--- src/rtl/id_ctrl_stage_if.sv ---
// Decode-stage bus: fetch handshake, EX handshake, flush and the registered decode outputs.
// master drives the stage inputs; slave is the id_ctrl_stage side.
interface id_ctrl_stage_if #(
  parameter int unsigned ALUOP_W   = 4,
  parameter int unsigned ILL_CNT_W = 8
);
  logic                 if_valid;
  logic [31:0]          instr;
  logic                 id_ready;
  logic                 ex_ready;
  logic                 flush;
  logic                 ex_valid;
  logic                 alusrc;
  logic                 regwrite;
  logic                 memwrite;
  logic                 memread;
  logic                 branch;
  logic                 jump;
  logic [ALUOP_W-1:0]   aluop;
  logic [2:0]           funct3_q;
  logic [4:0]           rd_q;
  logic [4:0]           rs1_q;
  logic [4:0]           rs2_q;
  logic                 illegal;
  logic [ILL_CNT_W-1:0] ill_cnt;

  modport master (
    output if_valid, instr, ex_ready, flush,
    input  id_ready, ex_valid, alusrc, regwrite, memwrite, memread, branch, jump, aluop,
           funct3_q, rd_q, rs1_q, rs2_q, illegal, ill_cnt
  );

  modport slave (
    input  if_valid, instr, ex_ready, flush,
    output id_ready, ex_valid, alusrc, regwrite, memwrite, memread, branch, jump, aluop,
           funct3_q, rd_q, rs1_q, rs2_q, illegal, ill_cnt
  );
endinterface

--- src/rtl/id_ctrl_stage.sv ---
// RV32I decode stage: registered controls/fields, load-use stall and illegal detection.
// Define ID_CTRL_ILLCNT_EN to build the saturating illegal-instruction counter (else ill_cnt = 0).
module id_ctrl_stage #(
  parameter int unsigned ALUOP_W          = 4,
  parameter int unsigned LOAD_USE_BUBBLES = 1,
  parameter int unsigned ILL_CNT_W        = 8
) (
  input logic            clk,
  input logic            rst_n,
  id_ctrl_stage_if.slave bus
);
  localparam logic [6:0] OpcR      = 7'b0110011;
  localparam logic [6:0] OpcI      = 7'b0010011;
  localparam logic [6:0] OpcLoad   = 7'b0000011;
  localparam logic [6:0] OpcStore  = 7'b0100011;
  localparam logic [6:0] OpcBranch = 7'b1100011;
  localparam logic [6:0] OpcJal    = 7'b1101111;
  localparam logic [6:0] OpcJalr   = 7'b1100111;
  localparam logic [6:0] OpcLui    = 7'b0110111;
  localparam logic [6:0] OpcAuipc  = 7'b0010111;
  localparam logic [6:0] F7Zero    = 7'b0000000;
  localparam logic [6:0] F7Alt     = 7'b0100000;

  localparam logic [3:0] AluAdd  = 4'd0;
  localparam logic [3:0] AluSub  = 4'd1;
  localparam logic [3:0] AluAnd  = 4'd2;
  localparam logic [3:0] AluOr   = 4'd3;
  localparam logic [3:0] AluXor  = 4'd4;
  localparam logic [3:0] AluSll  = 4'd5;
  localparam logic [3:0] AluSrl  = 4'd6;
  localparam logic [3:0] AluSra  = 4'd7;
  localparam logic [3:0] AluSlt  = 4'd8;
  localparam logic [3:0] AluSltu = 4'd9;

  localparam int unsigned CntW = 3;

  typedef enum logic [0:0] {StRun, StStall} state_e;

  typedef struct packed {
    logic       alusrc;
    logic       regwrite;
    logic       memwrite;
    logic       memread;
    logic       branch;
    logic       jump;
    logic       illegal;
    logic [3:0] aluop;
    logic [2:0] funct3;
    logic [4:0] rd;
    logic [4:0] rs1;
    logic [4:0] rs2;
  } payload_t;

  state_e          state_d, state_q;
  logic [CntW-1:0] cnt_d, cnt_q;
  logic            ex_valid_d, ex_valid_q;
  payload_t        pay_d, pay_q;
  payload_t        dec;
  logic [6:0]      opcode, funct7;
  logic [2:0]      funct3;
  logic [3:0]      alu_f3op;
  logic            uses_rs1, uses_rs2, hazard, id_ready, accept;

  assign opcode = bus.instr[6:0];
  assign funct3 = bus.instr[14:12];
  assign funct7 = bus.instr[31:25];

  // Base operation selected by funct3 for the funct7 == 0 register and immediate forms.
  always_comb begin
    unique case (funct3)
      3'd0: alu_f3op = AluAdd;
      3'd1: alu_f3op = AluSll;
      3'd2: alu_f3op = AluSlt;
      3'd3: alu_f3op = AluSltu;
      3'd4: alu_f3op = AluXor;
      3'd5: alu_f3op = AluSrl;
      3'd6: alu_f3op = AluOr;
      3'd7: alu_f3op = AluAnd;
    endcase
  end

  always_comb begin
    dec        = '0;
    dec.aluop  = AluAdd;
    dec.funct3 = funct3;
    dec.rd     = bus.instr[11:7];
    dec.rs1    = bus.instr[19:15];
    dec.rs2    = bus.instr[24:20];
    case (opcode)
      OpcR: begin
        dec.regwrite = 1'b1;
        if (funct7 == F7Zero)                      dec.aluop   = alu_f3op;
        else if (funct7 == F7Alt && funct3 == 3'd0) dec.aluop   = AluSub;
        else if (funct7 == F7Alt && funct3 == 3'd5) dec.aluop   = AluSra;
        else                                        dec.illegal = 1'b1;
      end
      OpcI: begin
        dec.alusrc   = 1'b1;
        dec.regwrite = 1'b1;
        dec.aluop    = alu_f3op;
        if (funct3 == 3'd1 && funct7 != F7Zero) dec.illegal = 1'b1;
        if (funct3 == 3'd5) begin
          if (funct7 == F7Alt)       dec.aluop   = AluSra;
          else if (funct7 != F7Zero) dec.illegal = 1'b1;
        end
      end
      OpcLoad: begin
        dec.alusrc   = 1'b1;
        dec.regwrite = 1'b1;
        dec.memread  = 1'b1;
        dec.illegal  = (funct3 != 3'b010);
      end
      OpcStore: begin
        dec.alusrc   = 1'b1;
        dec.memwrite = 1'b1;
        dec.illegal  = (funct3 != 3'b010);
      end
      OpcBranch: begin
        dec.branch = 1'b1;
        if (funct3[2:1] == 2'b01) dec.illegal = 1'b1;
        else if (!funct3[2])      dec.aluop   = AluSub;
        else if (!funct3[1])      dec.aluop   = AluSlt;
        else                      dec.aluop   = AluSltu;
      end
      OpcJal: begin
        dec.jump     = 1'b1;
        dec.regwrite = 1'b1;
      end
      OpcJalr: begin
        dec.jump     = 1'b1;
        dec.regwrite = 1'b1;
        dec.alusrc   = 1'b1;
        dec.illegal  = (funct3 != 3'b000);
      end
      OpcLui, OpcAuipc: begin
        dec.regwrite = 1'b1;
        dec.alusrc   = 1'b1;
      end
      default: dec.illegal = 1'b1;
    endcase
    // An illegal word travels down the pipe with no side-effecting controls.
    if (dec.illegal) begin
      dec.alusrc   = 1'b0;
      dec.regwrite = 1'b0;
      dec.memwrite = 1'b0;
      dec.memread  = 1'b0;
      dec.branch   = 1'b0;
      dec.jump     = 1'b0;
      dec.aluop    = AluAdd;
    end
  end

  assign uses_rs1 = !(opcode inside {OpcLui, OpcAuipc, OpcJal});
  assign uses_rs2 = opcode inside {OpcR, OpcStore, OpcBranch};
  assign hazard   = ex_valid_q && pay_q.memread && (pay_q.rd != 5'd0) && bus.if_valid &&
                    ((uses_rs1 && dec.rs1 == pay_q.rd) || (uses_rs2 && dec.rs2 == pay_q.rd));
  assign id_ready = (!ex_valid_q || bus.ex_ready) && (state_q == StRun) && !hazard && !bus.flush;
  assign accept   = bus.if_valid && id_ready;

  always_comb begin
    state_d    = state_q;
    cnt_d      = cnt_q;
    ex_valid_d = ex_valid_q;
    pay_d      = pay_q;
    if (bus.flush) begin
      ex_valid_d = 1'b0;
      state_d    = StRun;
      cnt_d      = '0;
    end else begin
      unique case (state_q)
        StRun: begin
          if (accept) begin
            ex_valid_d = 1'b1;
            pay_d      = dec;
          end else if (bus.ex_ready) begin
            // Covers both a plain drain and the load-use bubble.
            ex_valid_d = 1'b0;
            if (hazard && LOAD_USE_BUBBLES > 1) begin
              state_d = StStall;
              cnt_d   = CntW'(LOAD_USE_BUBBLES - 1);
            end
          end
        end
        StStall: begin
          ex_valid_d = 1'b0;
          if (cnt_q <= CntW'(1)) begin
            state_d = StRun;
            cnt_d   = '0;
          end else begin
            cnt_d = cnt_q - CntW'(1);
          end
        end
        default: state_d = StRun;
      endcase
    end
  end

  always_ff @(posedge clk or negedge rst_n) begin
    if (!rst_n) begin
      state_q    <= StRun;
      cnt_q      <= '0;
      ex_valid_q <= 1'b0;
      pay_q      <= '0;
    end else begin
      state_q    <= state_d;
      cnt_q      <= cnt_d;
      ex_valid_q <= ex_valid_d;
      pay_q      <= pay_d;
    end
  end

`ifdef ID_CTRL_ILLCNT_EN
  logic [ILL_CNT_W-1:0] ill_cnt_d, ill_cnt_q;

  always_comb begin
    ill_cnt_d = ill_cnt_q;
    if (accept && dec.illegal && ill_cnt_q != '1) ill_cnt_d = ill_cnt_q + ILL_CNT_W'(1);
  end

  always_ff @(posedge clk or negedge rst_n) begin
    if (!rst_n) ill_cnt_q <= '0;
    else        ill_cnt_q <= ill_cnt_d;
  end

  assign bus.ill_cnt = ill_cnt_q;
`else
  assign bus.ill_cnt = '0;
`endif

  assign bus.id_ready = id_ready;
  assign bus.ex_valid = ex_valid_q;
  assign bus.alusrc   = pay_q.alusrc;
  assign bus.regwrite = pay_q.regwrite;
  assign bus.memwrite = pay_q.memwrite;
  assign bus.memread  = pay_q.memread;
  assign bus.branch   = pay_q.branch;
  assign bus.jump     = pay_q.jump;
  assign bus.aluop    = ALUOP_W'(pay_q.aluop);
  assign bus.funct3_q = pay_q.funct3;
  assign bus.rd_q     = pay_q.rd;
  assign bus.rs1_q    = pay_q.rs1;
  assign bus.rs2_q    = pay_q.rs2;
  assign bus.illegal  = pay_q.illegal;
endmodule

--- src/flat_wrapper.sv ---
// flat-port wrapper written by rule: the top's interface ports become plain ports
module id_ctrl_stage_flat 
#(
  parameter int unsigned ALUOP_W          = 4,
  parameter int unsigned LOAD_USE_BUBBLES = 1,
  parameter int unsigned ILL_CNT_W        = 8
)
  (clk, rst_n, bus_if_valid, bus_instr, bus_ex_ready, bus_flush, bus_id_ready, bus_ex_valid, bus_alusrc, bus_regwrite, bus_memwrite, bus_memread, bus_branch, bus_jump, bus_aluop, bus_funct3_q, bus_rd_q, bus_rs1_q, bus_rs2_q, bus_illegal, bus_ill_cnt);
  id_ctrl_stage_if #(.ALUOP_W(ALUOP_W), .ILL_CNT_W(ILL_CNT_W)) bus_i ();
  input logic clk;
  input logic rst_n;
  input wire logic [$bits(bus_i.if_valid)-1:0] bus_if_valid;
  input wire logic [$bits(bus_i.instr)-1:0] bus_instr;
  input wire logic [$bits(bus_i.ex_ready)-1:0] bus_ex_ready;
  input wire logic [$bits(bus_i.flush)-1:0] bus_flush;
  output wire logic [$bits(bus_i.id_ready)-1:0] bus_id_ready;
  output wire logic [$bits(bus_i.ex_valid)-1:0] bus_ex_valid;
  output wire logic [$bits(bus_i.alusrc)-1:0] bus_alusrc;
  output wire logic [$bits(bus_i.regwrite)-1:0] bus_regwrite;
  output wire logic [$bits(bus_i.memwrite)-1:0] bus_memwrite;
  output wire logic [$bits(bus_i.memread)-1:0] bus_memread;
  output wire logic [$bits(bus_i.branch)-1:0] bus_branch;
  output wire logic [$bits(bus_i.jump)-1:0] bus_jump;
  output wire logic [$bits(bus_i.aluop)-1:0] bus_aluop;
  output wire logic [$bits(bus_i.funct3_q)-1:0] bus_funct3_q;
  output wire logic [$bits(bus_i.rd_q)-1:0] bus_rd_q;
  output wire logic [$bits(bus_i.rs1_q)-1:0] bus_rs1_q;
  output wire logic [$bits(bus_i.rs2_q)-1:0] bus_rs2_q;
  output wire logic [$bits(bus_i.illegal)-1:0] bus_illegal;
  output wire logic [$bits(bus_i.ill_cnt)-1:0] bus_ill_cnt;
  assign bus_i.if_valid = bus_if_valid;
  assign bus_i.instr = bus_instr;
  assign bus_i.ex_ready = bus_ex_ready;
  assign bus_i.flush = bus_flush;
  assign bus_id_ready = bus_i.id_ready;
  assign bus_ex_valid = bus_i.ex_valid;
  assign bus_alusrc = bus_i.alusrc;
  assign bus_regwrite = bus_i.regwrite;
  assign bus_memwrite = bus_i.memwrite;
  assign bus_memread = bus_i.memread;
  assign bus_branch = bus_i.branch;
  assign bus_jump = bus_i.jump;
  assign bus_aluop = bus_i.aluop;
  assign bus_funct3_q = bus_i.funct3_q;
  assign bus_rd_q = bus_i.rd_q;
  assign bus_rs1_q = bus_i.rs1_q;
  assign bus_rs2_q = bus_i.rs2_q;
  assign bus_illegal = bus_i.illegal;
  assign bus_ill_cnt = bus_i.ill_cnt;
  id_ctrl_stage #(.ALUOP_W(ALUOP_W), .LOAD_USE_BUBBLES(LOAD_USE_BUBBLES), .ILL_CNT_W(ILL_CNT_W)) u_core (.clk(clk), .rst_n(rst_n), .bus(bus_i));
endmodule
--- config.mk ---
export PLATFORM = sky130hd
export DESIGN_NAME = id_ctrl_stage_flat
export DESIGN_NICKNAME = d
export VERILOG_FILES = /design/src/rtl/id_ctrl_stage_if.sv /design/src/rtl/id_ctrl_stage.sv /design/src/flat_wrapper.sv
export SDC_FILE = /design/constraint.sdc
export NUM_CORES = 1
export LEC_CHECK = 0
export ABC_AREA = 1
export CAP_MARGIN = 20
export CORE_UTILIZATION = 45
export CTS_BUF_LIST = sky130_fd_sc_hd__clkbuf_16
export DETAILED_ROUTE_END_ITERATION = 8
export PLACE_DENSITY_LB_ADDON = 0.25
export SLEW_MARGIN = 5
export SYNTH_ARGS = -nofsm -noshare
export SYNTH_HDL_FRONTEND = slang
export SYNTH_SLANG_ARGS = --single-unit
--- constraint.sdc ---
create_clock -name clk -period 2 [get_ports clk]
set_input_delay 0.6 -clock clk [delete_from_list [all_inputs] [get_ports clk]]
set_output_delay 0.6 -clock clk [all_outputs]
set_load 0.02 [all_outputs]
# After elaboration in Yosys (flattened, before gate mapping)
# Memories as Yosys holds them, arrays and structs flattened.
# Cells that the tools add are included.
[totals] word_cells=105 mem_count=1 rom_bits=32 output_inout_bits=39 inputBits=37 reg_bits=34
[op_classes] n_mux=35 n_addsub=1 n_bitwise=2 n_eq_ne=17 n_reduce_logical=33 n_lt_le_gt_ge=1
[mem_list] name="(name not given)" words=8 word_bits=4 rd=1 rd_ports_with_merged_regs=0 write_ports=0 line_no="id_ctrl_stage.sv:70" source="unique case (funct3)"
[op_table] op="== test 7 x 6 -> 1 bit, second input constant" count=4
[op_table] op="two-way mux 4 bit" count=6
[op_table] op="== test 7 bit, second input constant" count=3
[op_table] op="two-way mux 1 bit" count=20
[op_table] op="== test 7 x 5 -> 1 bit, second input constant" count=2
[op_table] op="logical AND 1 bit" count=13
[op_table] op="two-way mux 3 bit" count=4
[op_table] op="case mux 4 bit (3 select lines)" count=1
[op_table] op="== test 5 bit" count=2
[op_table] op="nonzero test 3 bit" count=3
[op_table] op="== test 7 x 2 -> 1 bit, second input constant" count=1
[op_table] op="zero test 7 bit" count=1
[op_table] op="nonzero test 7 bit" count=1
[op_table] op="OR reduction 7 bit" count=1
[op_table] op="two-way mux 6 bit" count=1
[op_table] op="case mux 1 bit (6 select lines)" count=1
[op_table] op="OR reduction 6 bit" count=1
[op_table] op="two-way mux 5 bit" count=1
[op_table] op="nonzero test 5 bit" count=1
[op_table] op="zero test 1 bit" count=4
[op_table] op="inequality test 4 x 3 -> 1 bit, second input constant" count=1
[op_table] op="OR reduction 2 bit" count=2
[op_table] op="== test 3 x 1 -> 1 bit, second input constant" count=1
[op_table] op="== test 3 bit, second input constant" count=1
[op_table] op="other kinds (11)" count=13

# Logic depth before layout (Yosys ltp)
# Gate-level depths: netlist (run 1).
[depth] ltp_word=13 ltp_mapped=13 mapped_depth_nobuf=12

# Least setup slack after synthesis (run 1)
# Ideal clock, no wire load.
[synth_path] path_type="in2out" startpoint="in bus_flush" endpoint="out bus_id_ready" path_slack_ps=-3 arrival_time_ps=1403 n_path_buf=0 path_stages=4 cell_sequence="or2_2 nor2_1 nand2_4 inv_1"
[synth_via] elab_chain_cells=2
[synth_rtl] item="start, declared" line_no="flat_wrapper.sv:15" source="input wire logic [$bits(bus_i.flush)-1:0] bus_flush;"
[synth_rtl] item="zero test 1 bit" line_no="id_ctrl_stage.sv:157" source="assign id_ready = (!ex_valid_q || bus.ex_ready) && (state_q == StRun) && !hazard && !bus.flush;"
[synth_rtl] item="logical AND 1 bit" line_no="id_ctrl_stage.sv:157"
[synth_rtl] item="end, declared" line_no="flat_wrapper.sv:16" source="output wire logic [$bits(bus_i.id_ready)-1:0] bus_id_ready;"
# Every way passes these cells.

# Final worst setup path (run 1)
[layout_path] startpoint="reg u_core.pay_q (netlist bit u_core.bus.rd_q[2])" endpoint="out bus_id_ready"
[layout_via] elab_chain_cells=7
[layout_rtl] item="start, declared" line_no="id_ctrl_stage.sv:57" source="payload_t pay_d, pay_q;"
[layout_rtl] item="start signal, assigned" line_no="id_ctrl_stage.sv:208" source="pay_q <= pay_d;"
[layout_rtl] item="== test 5 bit or nonzero test 5 bit (tied branches)" line_no="id_ctrl_stage.sv:156, id_ctrl_stage.sv:155"
[layout_rtl] item="logical AND 1 bit, on equally long branches" line_no="id_ctrl_stage.sv:156, id_ctrl_stage.sv:155"
[layout_rtl] item="logical OR 1 bit or logical AND 1 bit (tied branches)" line_no="id_ctrl_stage.sv:156, id_ctrl_stage.sv:155"
[layout_rtl] item="logical AND 1 bit *" line_no="id_ctrl_stage.sv:155" source="assign hazard = ex_valid_q && pay_q.memread && (pay_q.rd != 5'd0) && bus.if_valid &&"
[layout_rtl] item="zero test 1 bit *" line_no="id_ctrl_stage.sv:157"
[layout_rtl] item="logical AND 1 bit * (2 in series)" line_no="id_ctrl_stage.sv:157"
# Mark *: on every way between the ends. The rest lies on a longest branch, timed or not.

==> out/metrics.csv, run 1 <==
stage;metric;value;unit
synth;synth_area_leaders;dfrtp_1 (39%), nand2_1 (19%), nor2_1 (6.6%);
drt;drtAntennaViolNets;0;
placed_design;port_buffers;67;
sta;setup_slack;-275;ps
clocking;insertion_delay;280;ps
global_route;grt_antenna_before_repair;1;
setup_path;end_kind;output pin;
power;power.leakage;1.94;nW
clocking;clockBufferDepth;2;
synth;synthCells;313;
global_route;grt.overflow.total;0;
setup_path;critPathRequiredTime;1400;ps
finish;final_cells;512;
die;core_area;0.00450;mm²
sta;final-hold-violation-count;0;
die;io_pins;76;
global_route;grt_pass1_wl;12.2;mm
sta;skew;5.21;ps
min_path;hold_class;register to register;
finish;fillers;249;
setup_path;cp-start-kind;register;
placed_design;dp_hpwl;4.45;mm
sta;finalCritPeriodShare;114;%
synth;ys_top_cells_by_count;nand2_1 (110), nor2_1 (38), inv_1 (35), dfrtp_1 (34);
status;outcome;finished with violations;
sta;slew_viol_final;0;
drt;drtIter0Drc;366;
finish;drive_gt1_share;39.7;%
synth;postSynthAreaPerCell;6.94;µm²
synth;async_reset_ff_share;100;%
synth;synth_warnings;0;
synth;synth_area_leader_cell;dfrtp_1;
die;initial_core_util;48.2;%
finish;post-route-util;84.5;%
power;vdd_drop_max;0.000573;V
global_route;grt_use_total;31.5;%
synth;yosysTopAreaCellShare;39.2;%
status;violations;setup timing;
synth;ys_ff_latch;34;
clocking;clock-sinks;34;
placed_design;place.gp.congestion;0.878;
synth;synth-edff-count;0;
synth;ys_seq_area_share;39.2;%
setup_path;cp_max_fo;5;
placed_design;dp_cells;472;
setup_path;cpMaxStageDelayCell;dfrtp_2;
global_route;grt_max_degree;35;
sta;setup_viol;17;
synth;synth.most_common_cell;nand2_1;
setup_path;criticalPathCategory;register to output pin;
die;dieArea;0.00511;mm²
power;power_density;586;mW/mm²
run;drv_cap;0;
global_route;grt_pass1_vias;2637;
clocking;cts_tree;yes;
clocking;path_clk_slew;50;ps
sta;min_period;2280;ps
drt;vias;2867;
die;die_y;71.5;µm
finish;nets;500;
synth;synthFlopType;dfrtp_1;
clocking;cts_made_buffers;5;
synth;yosys.cell_types.count;29;
sta;fmax;440;MHz
synth;syn_area;0.00217;mm²
setup_path;cpPeakStageDelay;450;ps
drt;routed_wl;8.99;mm
setup_path;worstPathCellList;nand2_1 > nand2_1 > nor2_1 > nand4_1 > nand2_2 > nand2_2 > nand2_4 > inv_2 > buf_6;
clocking;cts_max_level;2;
setup_path;crit_arrival;1680;ps
sta;rsz0062_at_grt;true;
die;num_rows;24;
drt;drcViolationCount;0;
drt;via_per_inst;5.60;
drt;wire_per_inst;17.6;µm
drt;drt-pass1-iter-count;6;
die;die_w;71.5;µm
clocking;ctsRootBufferMaster;clkbuf_16;
finish;syn2layout_area_growth;75.3;%
## cells by family after synthesis
| family | synth area share, % |
|---|---|
| fa+ha+maj | 2.30 |
| simple gates | 38.0 |
| compound gates | 7.14 |
| flops | 39.2 |
| other cells | 0.173 |
| buf+inv | 11.2 |
| xor+xnor | 2.02 |
## power breakdown
part | internal, W | total (W) | switching, W | leakage [nW]
clock network | 0.000444 | 0.000707 | 0.000263 | 0.0723
logic | 0.000339 | 0.000724 | 0.000385 | 1.43
registers | 0.000749 | 0.000802 | 0.0000527 | 0.438
total | 0.00153 | 0.00223 | 0.000701 | 1.94
## registers in the layout (all words and copies together) (netlist names), 3 cells and up
register             count
u_core.bus.aluop         4
u_core.bus.rs2_q         5
u_core.bus.rd_q          5
u_core.bus.rs1_q         5
u_core.cnt_q             3
u_core.bus.funct3_q      3
## cell type report
type | count | area [µm²] | area share [%]
diodes | 1 | 2.50 | 0.0657
clock buffers | 5 | 125 | 3.29
clock inverters | 2 | 7.51 | 0.197
inverters | 38 | 150 | 3.94
multi-input cells | 236 | 1350 | 35.4
flip-flops and latches | 34 | 857 | 22.5
well taps | 52 | 65.1 | 1.71
repair buffers | 144 | 1250 | 32.9
## critical path: cells and delay by family (launching register included)
family / cells / cell delay (ps)
buffers and inverters: 2 / 160
flip-flops: 1 / 450
AND/OR/NAND/NOR: 7 / 770
## cells in the final DEF, fill, tap and decap left out, types with 3 or more instances in the layout
master	netlist	final
a21oi_1	8	6
nor3_1	5	5
conb_1	1	8
nand2_4	1	5
buf_6	0	7
inv_2	3	11
buf_8	0	3
nand2_2	12	25
buf_2	4	5
nand3_4	0	3
dfrtp_2	0	5
buf_4	8	74
dlygate4sd2_1	0	7
nor2_2	1	7
clkdlybuf4s50_1	0	41
clkbuf_2	0	3
nand3_1	10	4
nand4_1	4	4
nand2_1	110	93
xnor2_1	4	3
inv_1	35	26
dfrtp_1	34	29
o21ai_0	7	5
nor2_1	38	25
inv_4	0	3
ha_1	4	3
o21ai_2	0	3
nor2_4	2	10
nand3_2	1	4
clkbuf_16	0	5
o21ai_1	12	11
## stage by stage
stage	hold slack (ps)	area (µm²)	setup WS [ps]	TNS (ps)	power, W
floorplan	304	2200	25.0	0	0.00107
global route	496	3810	-319	-2070	0.00232
global placement	465	3210	-1020	-10390	0.00137
finish	475	3810	-275	-872	0.00223
detailed placement	465	3210	-1050	-12070	0.00139
CTS	480	3570	-125	-125	0.00212
## routing by layer
layer	GRT usage (%)	part of all wire, %	vias to the layer above
li1	-	-	1244
met1	36.8	35	1309
met2	52.7	46	232
met3	6.05	11	82
met4	21.6	7.8	0
met5	0	0	-
## worst paths after layout
| kind | start | slack [ps] | cells past startpoint | end |
|---|---|---|---|---|
| setup / recovery | u_core.bus.rd_q[2]$_DFFE_PN0P_ | -280 | 9 | bus_id_ready |
| hold / removal | u_core.bus.rs1_q[0]$_DFFE_PN0P_ | 480 | 2 | u_core.bus.rs1_q[0]$_DFFE_PN0P_ |
| setup reg to reg | u_core.bus.rd_q[2]$_DFFE_PN0P_ | -70 | 12 | u_core.bus.rd_q[2]$_DFFE_PN0P_ |
| hold reg to reg | u_core.bus.rs1_q[0]$_DFFE_PN0P_ | 480 | 2 | u_core.bus.rs1_q[0]$_DFFE_PN0P_ |
| max in group asynchronous | rst_n | 910 | 2 | u_core.bus.rd_q[1]$_DFFE_PN0P_ |
| min in group asynchronous | rst_n | 740 | 2 | u_core.bus.rs1_q[3]$_DFFE_PN0P_ |
## timing repair
item	in CTS	in global routing
endpoints found under the setup margin	36	25
endpoints found under the hold margin	0	0
hold buffers	0	0
pin swaps	24	22
setup buffers	30	4
gates cloned	0	1
gates resized for setup	95	78
No activity file was read; power rests on OpenSTA's default activity.
==> run 2, diff against run 1 <==
Settings changed: CAP_MARGIN 20 to 0, CORE_MARGIN from default to 2.
==> run 2 against run 1 <==
Against the previous run: the run still ends with setup timing left; via count shrank 7.9%; core utilization shrank 3.6 points; cell count grew 2.0%; clock-buffer cell count is the same; die area grew 5.7%; combinational power shrank 5.5%; wire length shrank 16%; hold slack gained 4.6 ps; worst setup slack gained 37 ps; first-iteration DRC count shrank 56%; critical path type is now primary input to output pin.
==> out/metrics.csv, run 2 (same netlist as run 1, synthesis figures left out) <==
stage;metric;value;unit
setup_path;criticalPathCategory;primary input to output pin;
finish;drive_gt1_share;37.6;%
global_route;top_usage_layer;met2;
clocking;clockBufferDepth;2;
status;outcome;finished with violations;
setup_path;crit_arrival;1640;ps
die;die_y;73.5;µm
clocking;insertion_delay;280;ps
drt;drcViolationCount;0;
finish;syn2layout_area_growth;74.9;%
drt;via_per_inst;5.06;
setup_path;cp_max_fo;4;
sta;fmax;447;MHz
setup_path;worstPathCellList;buf_4 > inv_4 > nand3_4 > a21oi_2 > nand4_1 > nand2_1 > nand2_2 > nand2_4 > inv_2 > buf_6;
placed_design;dp_hpwl;4.54;mm
die;io_pins;76;
finish;seqCellArea;853;µm²
global_route;grt_use_total;27.7;%
clocking;cts_made_buffers;5;
power;vdd_drop_max;0.000538;V
status;violations;setup timing;
drt;vias;2640;
die;die_w;73.5;µm
global_route;grt_pass1_wl;11.2;mm
finish;final_common_cell;nand2_1;
power;power_density;579;mW/mm²
min_path;hold_class;register to register;
drt;drt-pass1-iter-count;8;
setup_path;cpMaxStageDelayCell;a21oi_2;
finish;multiInputGateArea;0.00127;mm²
finish;post-route-util;81.0;%
sta;rsz0062_at_grt;true;
sta;final-hold-violation-count;0;
setup_path;cp-start-kind;primary input;
drt;drtAntennaViolNets;0;
sta;min_period;2240;ps
sta;finalCritPeriodShare;112;%
global_route;grt_max_degree;35;
clocking;cts_max_level;2;
die;initial_core_util;46.3;%
sta;hold_slack;480;ps
finish;insertedDiodeCount;0;
placed_design;place.gp.congestion;0.897;
clocking;path_clk_slew;50;ps
global_route;grt_pass1_vias;2524;
setup_path;worst_path_dominant_cell_family;simple AND/OR/NAND/NOR gates;
setup_path;end_kind;output pin;
setup_path;cp_num_buf_inv;4;
clocking;clock-sinks;34;
global_route;use_met2;47.6;%
finish;fillers;282;
die;num_rows;25;
sta;setup_viol;2;
global_route;grt_use_met1;31.9;%
die;core_area;0.00469;mm²
power;power.leakage;1.95;nW
setup_path;reg2reg_slack;130;ps
setup_path;cpPeakStageDelay;190;ps
drt;drtIter0Drc;162;
finish;nets;508;
sta;setup_slack;-238;ps
setup_path;critPathRequiredTime;1400;ps
global_route;gr-usage-met3;6.17;%
sta;skew;6.38;ps
clocking;ctsRootBufferMaster;clkbuf_16;
drt;routed_wl;7.53;mm
die;dieArea;0.00540;mm²
run;drv_cap;0;
finish;final_cell_mix;nand2_1 (103), buf_4 (84), clkdlybuf4s50_1 (42);
placed_design;port_buffers;67;
global_route;grt.overflow.total;0;
global_route;grt_antenna_before_repair;0;
clocking;cts_tree;yes;
drt;wire_per_inst;14.4;µm
sta;slew_viol_final;0;
[run 2: routing by layer]
metal / vias to the layer above / part of all wire [%] / routed length [µm]
met2: 123 / 50 / 3790
met5: - / 0 / 0
met4: 0 / 4.5 / 342
li1: 1270 / - / -
met3: 27 / 5.2 / 393
met1: 1220 / 40 / 3010
[run 2: layout make-up]
type,count,area share [%]
sequential,34,22.5
multi-input combinational,235,33.5
tap,54,1.78
clock buffer,5,3.29
inverter,38,3.95
timing repair buffer,153,34.7
clock inverter,3,0.329
[run 2: worst register-to-register path, delay by kind of cell (launching register included)]
| kind | cells | cell delay (ps) |
|---|---|---|
| buffers and inverters | 7 | 770 |
| DFF | 1 | 450 |
| and+or+nand+nor | 7 | 590 |
[run 2: timing repair]
| action | CTS | global route |
|---|---|---|
| gates resized for setup | 96 | 42 |
| buffers inserted | 34 | 2 |
| hold buffers | 0 | 0 |
| pin swaps | 24 | 19 |
| endpoints found under the setup margin | 36 | 13 |
| hold endpoints to repair | 0 | 0 |
| cloned | 0 | 2 |
[run 2: final timing paths]
kind                                                   end  cells past startpoint                             from
max                                           bus_id_ready                     10                     bus_instr[6]
min                        u_core.bus.rs1_q[2]$_DFFE_PN0P_                      2  u_core.bus.rs1_q[2]$_DFFE_PN0P_
max reg2reg                u_core.bus.regwrite$_DFFE_PN0P_                     14   u_core.bus.rd_q[1]$_DFFE_PN0P_
min reg2reg                u_core.bus.rs1_q[2]$_DFFE_PN0P_                      2  u_core.bus.rs1_q[2]$_DFFE_PN0P_
max in group asynchronous   u_core.bus.rd_q[2]$_DFFE_PN0P_                      2                            rst_n
min in group asynchronous  u_core.bus.rs2_q[3]$_DFFE_PN0P_                      2                            rst_n
[run 2: metrics by stage]
stage	cell area, µm²	cells	setup TNS (ps)	power [W]	setup WS [ps]
2_1_floorplan	2200	320	0	0.00107	25.0
3_3_place_gp	3240	480	-12200	0.00138	-1010
3_5_place_dp	3240	480	-14120	0.00139	-1050
4_1_cts	3660	522	-165	0.00214	-165
5_1_grt	3800	522	-945	0.00229	-309
6_report	3800	522	-279	0.00220	-238
[run 2: power by group]
group | switching [W] | internal (W) | total [W]
logic | 0.000345 | 0.000340 | 0.000684
registers | 0.0000522 | 0.000747 | 0.000799
clock network | 0.000266 | 0.000449 | 0.000714
total | 0.000662 | 0.00154 | 0.00220
==> run 3, diff against run 2 <==
Settings changed: SETUP_SLACK_MARGIN from default to 0.05.
==> run 3 against run 2 <==
Against the previous run: the flow still finishes with violations (setup timing); global-route usage shrank 5.2 points; sequential share of layout area up 0.78 points; flip-flop and latch count unchanged; via count decreased by 7.5%; non-clock buffer count decreased by 19; clock skew down 1.6 ps; core utilization down 2.8 points; critical path type unchanged; critical endpoint unchanged; largest power group unchanged; highest routed layer unchanged.
==> out/metrics.csv, run 3 (same netlist as run 1, synthesis figures left out) <==
stage;metric;value;unit
clocking;ctsHoldBuffers;0;
finish;final_cell_area;0.00367;mm²
setup_path;cp_max_fo;3;
placed_design;place.gp.congestion;0.873;
power;vdd_drop_max;0.000527;V
die;dieArea;0.00540;mm²
drt;routed_wl;6.39;mm
placed_design;dp_cells;473;
setup_path;regToRegEndpoint;u_core.bus.rs1_q[2]$_DFFE_PN0P_;
finish;final_cell_mix;nand2_1 (103), buf_4 (66), clkdlybuf4s50_1 (39);
global_route;grt_pass1_wl;9.55;mm
drt;wire_per_inst;12.7;µm
sta;min_period;2130;ps
finish;fillers;318;
setup_path;end_kind;output pin;
global_route;grt_pass1_vias;2170;
clocking;ctsRootBufferMaster;clkbuf_16;
sta;rsz0062_at_grt;true;
sta;fmax;470;MHz
power;p_switching;0.000619;W
drt;wl_met2;3.15;mm
finish;nets;491;
clocking;cts_max_level;2;
setup_path;critPathRequiredTime;1400;ps
finish;insertedDiodeCount;0;
drt;via_per_inst;4.84;
die;die_w;73.5;µm
setup_path;criticalPathCategory;primary input to output pin;
global_route;grt_use_total;22.5;%
die;initial_core_util;46.3;%
run;drv_cap;0;
drt;dr_wl_met3;300;µm
drt;wl_met1;2.87;mm
global_route;grt_max_degree;35;
drt;drt-pass1-iter-count;4;
finish;syn2layout_area_growth;68.8;%
finish;seqCellArea;852;µm²
die;die_y;73.5;µm
die;num_rows;25;
setup_path;reg2reg_depth;15;
placed_design;placed_cell_area;0.00320;mm²
power;sequentialPowerShare;37.3;%
drt;highest_layer;met4;
sta;finalCritPeriodShare;106;%
drt;drcViolationCount;0;
drt;vias;2441;
clocking;insertion_delay;270;ps
power;clkPwrFrac;32.3;%
setup_path;crit_path_end;bus_id_ready;
status;outcome;finished with violations;
die;core_area;0.00469;mm²
power;switching_share;29.1;%
power;p_int;0.00151;W
clocking;path_clk_slew;50;ps
sta;setup_slack;-126;ps
setup_path;reg2reg_slack;260;ps
sta;final-hold-violation-count;0;
power;power_density;580;mW/mm²
clocking;cts_tree;yes;
setup_path;cp-start-kind;primary input;
sta;slew_viol_final;0;
placed_design;dp_hpwl;4.24;mm
finish;drive_gt1_share;34.2;%
finish;final_common_cell;nand2_1;
power;power_frac_comb;30.5;%
placed_design;port_buffers;67;
sta;skew;4.79;ps
clocking;clock-sinks;34;
clocking;cts_made_buffers;5;
global_route;grt.overflow.total;0;
finish;multiInputGateArea;0.00129;mm²
finish;final_cells;504;
power;power.leakage;1.89;nW
die;io_pins;76;
drt;drtIter0Drc;161;
setup_path;critPathLaunch;bus_instr[4];
sta;setup_viol;1;
drt;drtAntennaViolNets;0;
min_path;hold_class;register to register;
setup_path;crit_arrival;1530;ps
clocking;clockBufferDepth;2;
global_route;grt_antenna_before_repair;0;
setup_path;rr_startpoint;u_core.bus.rd_q[3]$_DFFE_PN0P_;
power;finalPower;0.00213;W
status;violations;setup timing;
run 3: timing repair:
item | in CTS | in global routing
endpoints found under the setup margin | 36 | 28
setup buffers | 18 | 5
gates cloned | 0 | 3
gates resized for setup | 101 | 37
pin swaps | 24 | 19
run 3: power by group through the flow:
stage | Sequential (W) | Clock (W) | Combinational [W]
2_1_floorplan | 0.000869 | 0 | 0.000198
3_3_place_gp | 0.000800 | 0 | 0.000577
3_5_place_dp | 0.000799 | 0 | 0.000585
4_1_cts | 0.000791 | 0.000698 | 0.000606
5_1_grt | 0.000798 | 0.000736 | 0.000698
6_report | 0.000792 | 0.000687 | 0.000648
run 3: layout make-up:
cell class	count	share of cell area, %
clock inverter	2	0.205
sequential	34	23.2
clock buffer	5	3.41
tap	54	1.84
timing repair buffer	134	32.0
inverter	38	4.03
multi-input combinational	237	35.3
run 3: worst min path at each step:
| stage | start | to | slack [ps] | depth (start not counted) |
|---|---|---|---|---|
| 2_1_floorplan | rst_n | u_core.bus.aluop[0]$_DFFE_PN0P_ | 300 | 0 |
| 3_3_place_gp | u_core.bus.rs1_q[2]$_DFFE_PN0P_ | u_core.bus.rs1_q[2]$_DFFE_PN0P_ | 470 | 2 |
| 3_5_place_dp | u_core.bus.rs1_q[2]$_DFFE_PN0P_ | u_core.bus.rs1_q[2]$_DFFE_PN0P_ | 470 | 2 |
| 4_1_cts | u_core.bus.rs1_q[2]$_DFFE_PN0P_ | u_core.bus.rs1_q[2]$_DFFE_PN0P_ | 480 | 2 |
| 5_1_grt | u_core.bus.rs1_q[2]$_DFFE_PN0P_ | u_core.bus.rs1_q[2]$_DFFE_PN0P_ | 500 | 2 |
| 6_report | u_core.bus.rs1_q[2]$_DFFE_PN0P_ | u_core.bus.rs1_q[2]$_DFFE_PN0P_ | 480 | 2 |
run 3: through the flow:
step / utilization [%] / setup WS (ps) / hold WS, ps / setup TNS [ps]
after floorplan: - / 64.1 / 304 / 0
after global placement: 68.2 / -1010 / 466 / -10930
after detailed placement: 68.2 / -1040 / 466 / -12250
after CTS: 74.5 / -145 / 479 / -145
after global routing: 78.1 / -201 / 496 / -201
final: 78.1 / -126 / 482 / -126
run 3: worst max-delay path, cell delays in order:
cell and delay (ps):
buf_4 140, inv_4 70, nand2_4 70, nor2_4 130
nand2_2 70, nand3_1 80, nand2_1 60, nand2_2 90
nand2_4 50, inv_2 50, buf_6 110
run 3: layer usage:
| layer | GRT usage [%] | vias up |
|---|---|---|
| li1 | - | 1233 |
| met1 | 31.4 | 1128 |
| met2 | 36.4 | 71 |
| met3 | 4.53 | 9 |
| met4 | 4.24 | 0 |
| met5 | 0 | - |
